<file path="src/rtl/dram_pkg.sv">
// Shared encodings and width helpers for the DRAM command timing block.
package dram_pkg;

    typedef enum logic [1:0] {
        CMD_ACT = 2'b00,
        CMD_RD  = 2'b01,
        CMD_WR  = 2'b10,
        CMD_PRE = 2'b11
    } cmd_e;

    typedef enum logic [1:0] {
        IDLE = 2'd0,
        EXEC = 2'd1,
        WAIT = 2'd2,
        ACK  = 2'd3
    } state_e;

    // Encoded id width for an n-entry one-hot select (at least 1 bit).
    function automatic int unsigned id_width(input int unsigned n);
        return (n <= 1) ? 1 : $clog2(n);
    endfunction

    function automatic int unsigned max2(input int unsigned a, input int unsigned b);
        return (a > b) ? a : b;
    endfunction

endpackage

</file>
<file path="src/rtl/dram_cmd_timing_if.sv">
// Command/array bus between dram_ctrl, dram_cmd_timing and dram_bfm.
interface dram_cmd_timing_if #(
    parameter int unsigned NUM_OF_BANKS = 8,
    parameter int unsigned NUM_OF_ROWS  = 128,
    parameter int unsigned NUM_OF_COLS  = 8,
    parameter int unsigned DATA_WIDTH   = 8
);
    import dram_pkg::*;

    localparam int unsigned BW = id_width(NUM_OF_BANKS);
    localparam int unsigned RW = id_width(NUM_OF_ROWS);
    localparam int unsigned CW = id_width(NUM_OF_COLS);

    logic                    cmd_req;
    logic [1:0]              cmd;
    logic [NUM_OF_BANKS-1:0] bank_sel;
    logic [NUM_OF_ROWS-1:0]  row_sel;
    logic [NUM_OF_COLS-1:0]  col_sel;
    logic [DATA_WIDTH-1:0]   wr_data;
    logic [DATA_WIDTH-1:0]   dram_din;
    logic                    cmd_ack;
    logic [BW-1:0]           bank_id;
    logic [RW-1:0]           row_id;
    logic [CW-1:0]           col_id;
    logic                    bank_rw;
    logic                    buf_rw;
    logic [DATA_WIDTH-1:0]   dram_dout;
    logic [DATA_WIDTH-1:0]   rd_data;
    logic                    rd_valid;
    logic                    proto_err;

    modport master (
        output cmd_req, cmd, bank_sel, row_sel, col_sel, wr_data, dram_din,
        input  cmd_ack, bank_id, row_id, col_id, bank_rw, buf_rw,
               dram_dout, rd_data, rd_valid, proto_err
    );

    modport slave (
        input  cmd_req, cmd, bank_sel, row_sel, col_sel, wr_data, dram_din,
        output cmd_ack, bank_id, row_id, col_id, bank_rw, buf_rw,
               dram_dout, rd_data, rd_valid, proto_err
    );

endinterface

</file>
<file path="src/rtl/dram_tmr.sv">
// Loadable down-counter that stops at zero and flags it.
module dram_tmr #(
    parameter int unsigned WIDTH = 2
) (
    input  logic             clk,
    input  logic             rst_b,
    input  logic             i_load,
    input  logic [WIDTH-1:0] i_load_val,
    input  logic             i_dec,
    output logic             o_zero_c
);

    logic [WIDTH-1:0] r_count;

    always_ff @(posedge clk) begin
        if (!rst_b) begin
            r_count <= '0;
        end else if (i_load) begin
            r_count <= i_load_val;
        end else if (i_dec && (r_count != '0)) begin
            r_count <= r_count - WIDTH'(1);
        end
    end

    assign o_zero_c = (r_count == '0);

endmodule

</file>
<file path="src/rtl/dram_cmd_timing.sv">
// Turns handshaked controller commands into timed DRAM array strobes,
// tracks open rows per bank and flags protocol misuse.
module dram_cmd_timing import dram_pkg::*; #(
    parameter int unsigned NUM_OF_BANKS = 8,
    parameter int unsigned NUM_OF_ROWS  = 128,
    parameter int unsigned NUM_OF_COLS  = 8,
    parameter int unsigned DATA_WIDTH   = 8,
    parameter int unsigned T_RCD        = 3,
    parameter int unsigned T_CL         = 2,
    parameter int unsigned T_WR         = 2,
    parameter int unsigned T_RP         = 3
) (
    input  logic        clk,
    input  logic        rst_b,
    dram_cmd_timing_if.slave io_cmd
);

    localparam int unsigned BW    = id_width(NUM_OF_BANKS);
    localparam int unsigned RW    = id_width(NUM_OF_ROWS);
    localparam int unsigned CW    = id_width(NUM_OF_COLS);
    localparam int unsigned T_MAX = max2(max2(T_RCD, T_CL), max2(T_WR, T_RP));
    localparam int unsigned TW    = id_width(T_MAX + 1);

    // Timer holds the WAIT cycles still to run after the current one.
    localparam logic [TW-1:0] LD_RCD = (T_RCD > 0) ? TW'(T_RCD - 1) : '0;
    localparam logic [TW-1:0] LD_CL  = (T_CL  > 0) ? TW'(T_CL  - 1) : '0;
    localparam logic [TW-1:0] LD_WR  = (T_WR  > 0) ? TW'(T_WR  - 1) : '0;
    localparam logic [TW-1:0] LD_RP  = (T_RP  > 0) ? TW'(T_RP  - 1) : '0;

    state_e                r_state, w_state_next;
    cmd_e                  r_cmd;
    logic                  w_accept, w_tmr_load, w_tmr_dec, w_tmr_zero, w_capture;
    logic                  w_t_zero, w_err;
    logic [TW-1:0]         w_ld_val;
    logic [BW-1:0]         w_bank_enc;
    logic [RW-1:0]         w_row_enc;
    logic [CW-1:0]         w_col_enc;
    logic                  w_bank_bad, w_row_bad, w_col_bad;

    logic [NUM_OF_BANKS-1:0] r_open;
    logic [RW-1:0]           r_open_row [NUM_OF_BANKS];

    logic                  r_cmd_ack, r_bank_rw, r_buf_rw, r_rd_valid, r_proto_err;
    logic [BW-1:0]         r_bank_id;
    logic [RW-1:0]         r_row_id;
    logic [CW-1:0]         r_col_id;
    logic [DATA_WIDTH-1:0] r_dram_dout, r_rd_data;

    // Priority encoders: lowest set bit wins.
    always_comb begin
        w_bank_enc = '0;
        w_row_enc  = '0;
        w_col_enc  = '0;
        for (int i = int'(NUM_OF_BANKS) - 1; i >= 0; i--)
            if (io_cmd.bank_sel[i]) w_bank_enc = BW'(i);
        for (int i = int'(NUM_OF_ROWS) - 1; i >= 0; i--)
            if (io_cmd.row_sel[i]) w_row_enc = RW'(i);
        for (int i = int'(NUM_OF_COLS) - 1; i >= 0; i--)
            if (io_cmd.col_sel[i]) w_col_enc = CW'(i);
    end

    assign w_bank_bad = (io_cmd.bank_sel == '0) ||
                        ((io_cmd.bank_sel & (io_cmd.bank_sel - NUM_OF_BANKS'(1))) != '0);
    assign w_row_bad  = (io_cmd.row_sel == '0) ||
                        ((io_cmd.row_sel & (io_cmd.row_sel - NUM_OF_ROWS'(1))) != '0);
    assign w_col_bad  = (io_cmd.col_sel == '0) ||
                        ((io_cmd.col_sel & (io_cmd.col_sel - NUM_OF_COLS'(1))) != '0);

    // Protocol check against the bank table, evaluated on the accept edge.
    always_comb begin
        w_err = 1'b0;
        case (cmd_e'(io_cmd.cmd))
            CMD_ACT: w_err = w_bank_bad | w_row_bad | r_open[w_bank_enc];
            CMD_RD,
            CMD_WR:  w_err = w_bank_bad | w_row_bad | w_col_bad | !r_open[w_bank_enc] |
                             (r_open_row[w_bank_enc] != w_row_enc);
            CMD_PRE: w_err = w_bank_bad | !r_open[w_bank_enc];
            default: w_err = 1'b0;
        endcase
    end

    always_comb begin
        w_ld_val = LD_RCD;
        w_t_zero = (T_RCD == 0);
        case (r_cmd)
            CMD_ACT: begin w_ld_val = LD_RCD; w_t_zero = (T_RCD == 0); end
            CMD_RD:  begin w_ld_val = LD_CL;  w_t_zero = (T_CL  == 0); end
            CMD_WR:  begin w_ld_val = LD_WR;  w_t_zero = (T_WR  == 0); end
            CMD_PRE: begin w_ld_val = LD_RP;  w_t_zero = (T_RP  == 0); end
            default: begin w_ld_val = LD_RCD; w_t_zero = (T_RCD == 0); end
        endcase
    end

    dram_tmr #(.WIDTH(TW)) u_tmr (
        .clk        (clk),
        .rst_b      (rst_b),
        .i_load     (w_tmr_load),
        .i_load_val (w_ld_val),
        .i_dec      (w_tmr_dec),
        .o_zero_c   (w_tmr_zero)
    );

    always_ff @(posedge clk) begin
        if (!rst_b) r_state <= IDLE;
        else        r_state <= w_state_next;
    end

    always_comb begin
        w_state_next = r_state;
        w_tmr_load   = 1'b0;
        w_tmr_dec    = 1'b0;
        w_capture    = 1'b0;
        case (r_state)
            IDLE: if (io_cmd.cmd_req) w_state_next = EXEC;
            EXEC: begin
                w_tmr_load = 1'b1;
                if (w_t_zero) begin
                    w_state_next = ACK;
                    w_capture    = (r_cmd == CMD_RD);
                end else begin
                    w_state_next = WAIT;
                end
            end
            WAIT: begin
                if (w_tmr_zero) begin
                    w_state_next = ACK;
                    w_capture    = (r_cmd == CMD_RD);
                end else begin
                    w_tmr_dec = 1'b1;
                end
            end
            ACK:     if (!io_cmd.cmd_req) w_state_next = IDLE;
            default: w_state_next = IDLE;
        endcase
    end

    assign w_accept = (r_state == IDLE) && io_cmd.cmd_req;

    always_ff @(posedge clk) begin
        if (!rst_b) begin
            r_cmd       <= CMD_ACT;
            r_cmd_ack   <= 1'b0;
            r_bank_id   <= '0;
            r_row_id    <= '0;
            r_col_id    <= '0;
            r_bank_rw   <= 1'b0;
            r_buf_rw    <= 1'b0;
            r_dram_dout <= '0;
            r_rd_data   <= '0;
            r_rd_valid  <= 1'b0;
            r_proto_err <= 1'b0;
            r_open      <= '0;
            for (int b = 0; b < int'(NUM_OF_BANKS); b++) r_open_row[b] <= '0;
        end else begin
            r_cmd_ack  <= (w_state_next == ACK);
            r_rd_valid <= w_capture;
            if (w_capture) r_rd_data <= io_cmd.dram_din;
            if ((r_state == ACK) && (w_state_next == IDLE)) r_dram_dout <= '0;
            if (w_accept) begin
                r_cmd     <= cmd_e'(io_cmd.cmd);
                r_bank_id <= w_bank_enc;
                r_row_id  <= w_row_enc;
                r_col_id  <= w_col_enc;
                if (w_err) r_proto_err <= 1'b1;
                case (cmd_e'(io_cmd.cmd))
                    CMD_ACT: begin
                        r_bank_rw              <= 1'b0;
                        r_open[w_bank_enc]     <= 1'b1;
                        r_open_row[w_bank_enc] <= w_row_enc;
                    end
                    CMD_RD:  r_buf_rw <= 1'b0;
                    CMD_WR: begin
                        r_buf_rw    <= 1'b1;
                        r_dram_dout <= io_cmd.wr_data;
                    end
                    CMD_PRE: begin
                        r_bank_rw          <= 1'b1;
                        r_open[w_bank_enc] <= 1'b0;
                    end
                    default: ;
                endcase
            end
        end
    end

    assign io_cmd.cmd_ack   = r_cmd_ack;
    assign io_cmd.bank_id   = r_bank_id;
    assign io_cmd.row_id    = r_row_id;
    assign io_cmd.col_id    = r_col_id;
    assign io_cmd.bank_rw   = r_bank_rw;
    assign io_cmd.buf_rw    = r_buf_rw;
    assign io_cmd.dram_dout = r_dram_dout;
    assign io_cmd.rd_data   = r_rd_data;
    assign io_cmd.rd_valid  = r_rd_valid;
    assign io_cmd.proto_err = r_proto_err;

endmodule

</file>
<file path="src/flat_wrapper.sv">
// flat-port wrapper written by rule: the top's interface ports become plain ports
module dram_cmd_timing_flat import dram_pkg::*;
#(
    parameter int unsigned NUM_OF_BANKS = 8,
    parameter int unsigned NUM_OF_ROWS  = 128,
    parameter int unsigned NUM_OF_COLS  = 8,
    parameter int unsigned DATA_WIDTH   = 8,
    parameter int unsigned T_RCD        = 3,
    parameter int unsigned T_CL         = 2,
    parameter int unsigned T_WR         = 2,
    parameter int unsigned T_RP         = 3
)
  (clk, rst_b, io_cmd_cmd_req, io_cmd_cmd, io_cmd_bank_sel, io_cmd_row_sel, io_cmd_col_sel, io_cmd_wr_data, io_cmd_dram_din, io_cmd_cmd_ack, io_cmd_bank_id, io_cmd_row_id, io_cmd_col_id, io_cmd_bank_rw, io_cmd_buf_rw, io_cmd_dram_dout, io_cmd_rd_data, io_cmd_rd_valid, io_cmd_proto_err);
  dram_cmd_timing_if #(.NUM_OF_BANKS(NUM_OF_BANKS), .NUM_OF_ROWS(NUM_OF_ROWS), .NUM_OF_COLS(NUM_OF_COLS), .DATA_WIDTH(DATA_WIDTH)) io_cmd_i ();
  input  logic clk;
  input  logic rst_b;
  input wire logic [$bits(io_cmd_i.cmd_req)-1:0] io_cmd_cmd_req;
  input wire logic [$bits(io_cmd_i.cmd)-1:0] io_cmd_cmd;
  input wire logic [$bits(io_cmd_i.bank_sel)-1:0] io_cmd_bank_sel;
  input wire logic [$bits(io_cmd_i.row_sel)-1:0] io_cmd_row_sel;
  input wire logic [$bits(io_cmd_i.col_sel)-1:0] io_cmd_col_sel;
  input wire logic [$bits(io_cmd_i.wr_data)-1:0] io_cmd_wr_data;
  input wire logic [$bits(io_cmd_i.dram_din)-1:0] io_cmd_dram_din;
  output wire logic [$bits(io_cmd_i.cmd_ack)-1:0] io_cmd_cmd_ack;
  output wire logic [$bits(io_cmd_i.bank_id)-1:0] io_cmd_bank_id;
  output wire logic [$bits(io_cmd_i.row_id)-1:0] io_cmd_row_id;
  output wire logic [$bits(io_cmd_i.col_id)-1:0] io_cmd_col_id;
  output wire logic [$bits(io_cmd_i.bank_rw)-1:0] io_cmd_bank_rw;
  output wire logic [$bits(io_cmd_i.buf_rw)-1:0] io_cmd_buf_rw;
  output wire logic [$bits(io_cmd_i.dram_dout)-1:0] io_cmd_dram_dout;
  output wire logic [$bits(io_cmd_i.rd_data)-1:0] io_cmd_rd_data;
  output wire logic [$bits(io_cmd_i.rd_valid)-1:0] io_cmd_rd_valid;
  output wire logic [$bits(io_cmd_i.proto_err)-1:0] io_cmd_proto_err;
  assign io_cmd_i.cmd_req = io_cmd_cmd_req;
  assign io_cmd_i.cmd = io_cmd_cmd;
  assign io_cmd_i.bank_sel = io_cmd_bank_sel;
  assign io_cmd_i.row_sel = io_cmd_row_sel;
  assign io_cmd_i.col_sel = io_cmd_col_sel;
  assign io_cmd_i.wr_data = io_cmd_wr_data;
  assign io_cmd_i.dram_din = io_cmd_dram_din;
  assign io_cmd_cmd_ack = io_cmd_i.cmd_ack;
  assign io_cmd_bank_id = io_cmd_i.bank_id;
  assign io_cmd_row_id = io_cmd_i.row_id;
  assign io_cmd_col_id = io_cmd_i.col_id;
  assign io_cmd_bank_rw = io_cmd_i.bank_rw;
  assign io_cmd_buf_rw = io_cmd_i.buf_rw;
  assign io_cmd_dram_dout = io_cmd_i.dram_dout;
  assign io_cmd_rd_data = io_cmd_i.rd_data;
  assign io_cmd_rd_valid = io_cmd_i.rd_valid;
  assign io_cmd_proto_err = io_cmd_i.proto_err;
  dram_cmd_timing #(.NUM_OF_BANKS(NUM_OF_BANKS), .NUM_OF_ROWS(NUM_OF_ROWS), .NUM_OF_COLS(NUM_OF_COLS), .DATA_WIDTH(DATA_WIDTH), .T_RCD(T_RCD), .T_CL(T_CL), .T_WR(T_WR), .T_RP(T_RP)) u_core (.clk(clk), .rst_b(rst_b), .io_cmd(io_cmd_i));
endmodule
</file>
<file path="config.mk">
export PLATFORM = sky130hd
export DESIGN_NAME = dram_cmd_timing_flat
export DESIGN_NICKNAME = d
export VERILOG_FILES = /design/src/rtl/dram_pkg.sv /design/src/rtl/dram_cmd_timing_if.sv /design/src/rtl/dram_tmr.sv /design/src/rtl/dram_cmd_timing.sv /design/src/flat_wrapper.sv
export SDC_FILE = /design/constraint.sdc
export NUM_CORES = 1
export LEC_CHECK = 0
export BUFFER_PORTS_ARGS = -buffer_cell sky130_fd_sc_hd__buf_2
export CAP_MARGIN = 30
export CORE_MARGIN = 5
export CORE_UTILIZATION = 38
export CTS_CLUSTER_DIAMETER = 100
export DETAILED_ROUTE_END_ITERATION = 6
export SLEW_MARGIN = 20
export SYNTH_ARGS = -nofsm -noshare
export SYNTH_HDL_FRONTEND = slang
export SYNTH_SLANG_ARGS = --single-unit
</file>
<file path="constraint.sdc">
create_clock -name clk -period 4.16 [get_ports clk]
set_input_delay 0.208 -clock clk [delete_from_list [all_inputs] [get_ports clk]]
set_output_delay 0.208 -clock clk [all_outputs]
set_load 0.05 [all_outputs]
</file>
==> impl_results.md <==
* Most used DFF post-synth: edfxtp_1
* Post-synth EDFFs at 56
* Dpl hpwl at 26040 µm
* Die H at 157.1 µm
* Area grow syn2layout at 19.74%
* Crit path launch: io_cmd_row_sel[48]
* Most frequent cells in the layout: buf_2 (198), nor2_1 (179), nand2_1 (99)
* Detailed Route Iter0 Violations at 1053
* Final hold viol count at 0
* Max VDD drop at 0.0002098 V
* Pre-Repair DR Iteration Count at 6
* Synth area leaders: edfxtp_1 (20%), dfxtp_1 (12%), nor2_1 (8.2%), a21oi_1 (5.4%), nand2_1 (4.5%)
* RSZ-0062 raised after global routing: false
* First-pass GRT wire length at 50940 µm
* # setup viols final at 0
* Max clock buf depth at 2
* Distinct cells, synth at 82
* FF+latch count, synth at 104
* Tot Pwr at 2.616 mW
* Core area at 21150 µm²
* CP Capture Point: u_core.io_cmd.proto_err
* Final WL at 32930 µm
* Yosys top cell area share at 20.44%
* Critical Path AT at 3.76 ns
* Postcts setup bufs at 0
* Outcome: completed
* Starting Density at 38.88%
* WP data required at 4.37 ns
* Setup CP Type: in -> reg
* CTS tree: done
* H-tree depth at 3
* Syn nets at 1253
* Final setup TNS at 0 ns
* Total Die Area at 24690 µm²
* Reg clk slew, reported paths at 0.07 ns
* Slew headroom at 46.47%
* Worst setup EP type: register
* Wire per inst at 21.25 µm
* Min Hold Slack at 0.08829 ns
* Residual DRC at 0
* GP Congestion at 1.045
* Clock Skew at 0.006179 ns
* CTS root buf: clkbuf_16
* GRT overflow at 0
* Final cycle utilization of the critical path at 85.25%
* Final slew viol count at 0
* Max-cap violations at 0
* Total CTS buffers at 9
* Synth Warn # at 0
* Commonest non-fill, non-tap cell in the layout: buf_2
* All-Layer GR Usage at 25.83%
* Crit-path max FO at 12
* Minimum clock period at 3.547 ns
* Initial antenna violation count at 1
* Reg2reg setup slack at 1.64 ns
* Post-CTS Hold Buffers at 0
* Cell count after synthesis at 1083
* Largest net degree at the start of global routing at 46
* Power density over the cells at 265.6 nW/µm²
* Syn Area/Cell at 7.595 µm²
* Vias in the first global route at 9141
* Post-route ant nets at 0
* Sequential-to-total area share from yosys stat at 32.13%
* PortBufs at 198
* Largest area contributor in the netlist: edfxtp_1
* Final layout net count at 1440
* Num ports at 199
* HP Class: in -> reg
* Reg2Reg Depth at 5
* Via/cell ratio at 6.317
* Pleak at 3.492 nW
* Die Wd at 157.1 µm
* Site Rows at 53
* CP Launch Type: input pin
* Fmax at 282.0 MHz
* ANT cells at 0
* CTS sink count at 104
* R2R Path Start: u_core.r_state[1]
* Post-cts sizing count at 0
* Layout cells sized above 1 at 21.57%
* Worst-Margin Slew at 0.8018 ns
* Worst-Skew Late Latency at 0.35 ns
* Post-Syn Area at 8225 µm²
* Post-synth ARST share at 0%
* Via count at 9792
cell type report:
class,count,area (µm²)
Timing Repair Buffer,220,1156
Sequential cell,104,2643
Tap cell,275,344.1
Clock inverter,7,70.07
Inverter,40,150.1
Multi-Input combinational cell,895,5261
Fill cell,2177,11300
Clock buffer,9,225.2
stage by stage:
stage | utilization, % | worst slack (ns) | std cells | cell area (µm²)
2_1_floorplan | - | 1.015 | 1083 | 8225
3_5_place_dp | 45.16 | 0.3848 | 1534 | 9554
6_report | 46.56 | 0.6134 | 1550 | 9849
4_1_cts | 46.56 | 0.7541 | 1550 | 9849
3_3_place_gp | 45.16 | 0.4302 | 1534 | 9554
5_1_grt | 46.56 | 0.4219 | 1550 | 9849
power by group:
part           total (mW)  internal (mW)  leakage (nW)  switching, mW
clock network       0.859          0.469         0.144          0.390
logic               0.618          0.201          2.38          0.417
registers            1.14           1.12         0.964         0.0217
total                2.62           1.79          3.49          0.829
how the worst min path moves through the flow:
stage                             start                    endpoint  slack, ns  cells after the start
2_1_floorplan             io_cmd_cmd[1]             u_core.r_cmd[1]       0.34                      2
6_report             io_cmd_dram_din[3]    u_core.io_cmd.rd_data[3]       0.09                      3
5_1_grt               io_cmd_wr_data[6]  u_core.io_cmd.dram_dout[6]       0.09                      3
4_1_cts              io_cmd_dram_din[3]    u_core.io_cmd.rd_data[3]       0.08                      3
3_3_place_gp   u_core.io_cmd.rd_data[5]    u_core.io_cmd.rd_data[5]       0.44                      2
3_5_place_dp    u_core.io_cmd.col_id[2]     u_core.io_cmd.col_id[2]       0.44                      2
critical path: stages:
cell       delay, ns
buf_2           0.15
nor4_1          0.70
nand4_1         0.34
nor2_1          0.45
nand2_2         0.31
o41ai_1         0.49
nand3_1         0.16
a2111oi_2       0.32
nand4_1         0.14
nor4_1          0.33
a41oi_1         0.15
routing by layer:
metal / vias up / track usage, % / share of wire [%] / wire, µm
met5: - / 0 / 0.046 / 15
met4: 2 / 7.087 / 2.6 / 864
met3: 74 / 4.399 / 7.8 / 2560
met2: 496 / 41.03 / 46 / 15060
met1: 4637 / 36.44 / 44 / 14430
li1: 4583 / - / - / -
registers in the layout, indices dropped and copies added (netlist names), 2 cells and up, named ones only:
signal	count
u_core.r_open_row	56
u_core.io_cmd.dram_dout	8
u_core.io_cmd.rd_data	8
u_core.io_cmd.row_id	7
u_core.io_cmd.bank_id	3
u_core.io_cmd.col_id	3
u_core.r_cmd	2
u_core.r_state	2
u_core.u_tmr.r_count	2
cell families (layout without fill, tap and decap cells):
| family | count (synthesis) | count (layout) | synth area share (%) |
|---|---|---|---|
| buffers and inverters | 84 | 276 | 4.046 |
| AND/OR/NAND/NOR | 538 | 538 | 33.62 |
| XOR/XNOR | 7 | 7 | 0.7454 |
| adder cells (fa/ha/maj) | 9 | 9 | 1.247 |
| flip-flops | 104 | 104 | 32.13 |
| AO/OA/AOI/OAI | 335 | 335 | 27.46 |
| multiplexers | 6 | 6 | 0.7606 |
Yosys cell counts (all sizes together), types with 6 or more instances:
library cell,count
nor2,179
nand2,103
a21oi,89
o21ai,66
nor4,57
edfxtp,56
dfxtp,48
nor3,45
inv,40
clkbuf,39
nand3,38
or4,24
o22ai,22
o31ai,22
nand4,19
or3,19
a2111oi,13
o221ai,12
o41ai,12
o211ai,11
o2111ai,9
o31a,9
nand2b,8
o22a,8
or2,8
a211oi,6
nor2b,6
Power figures use the tool's default switching activity.
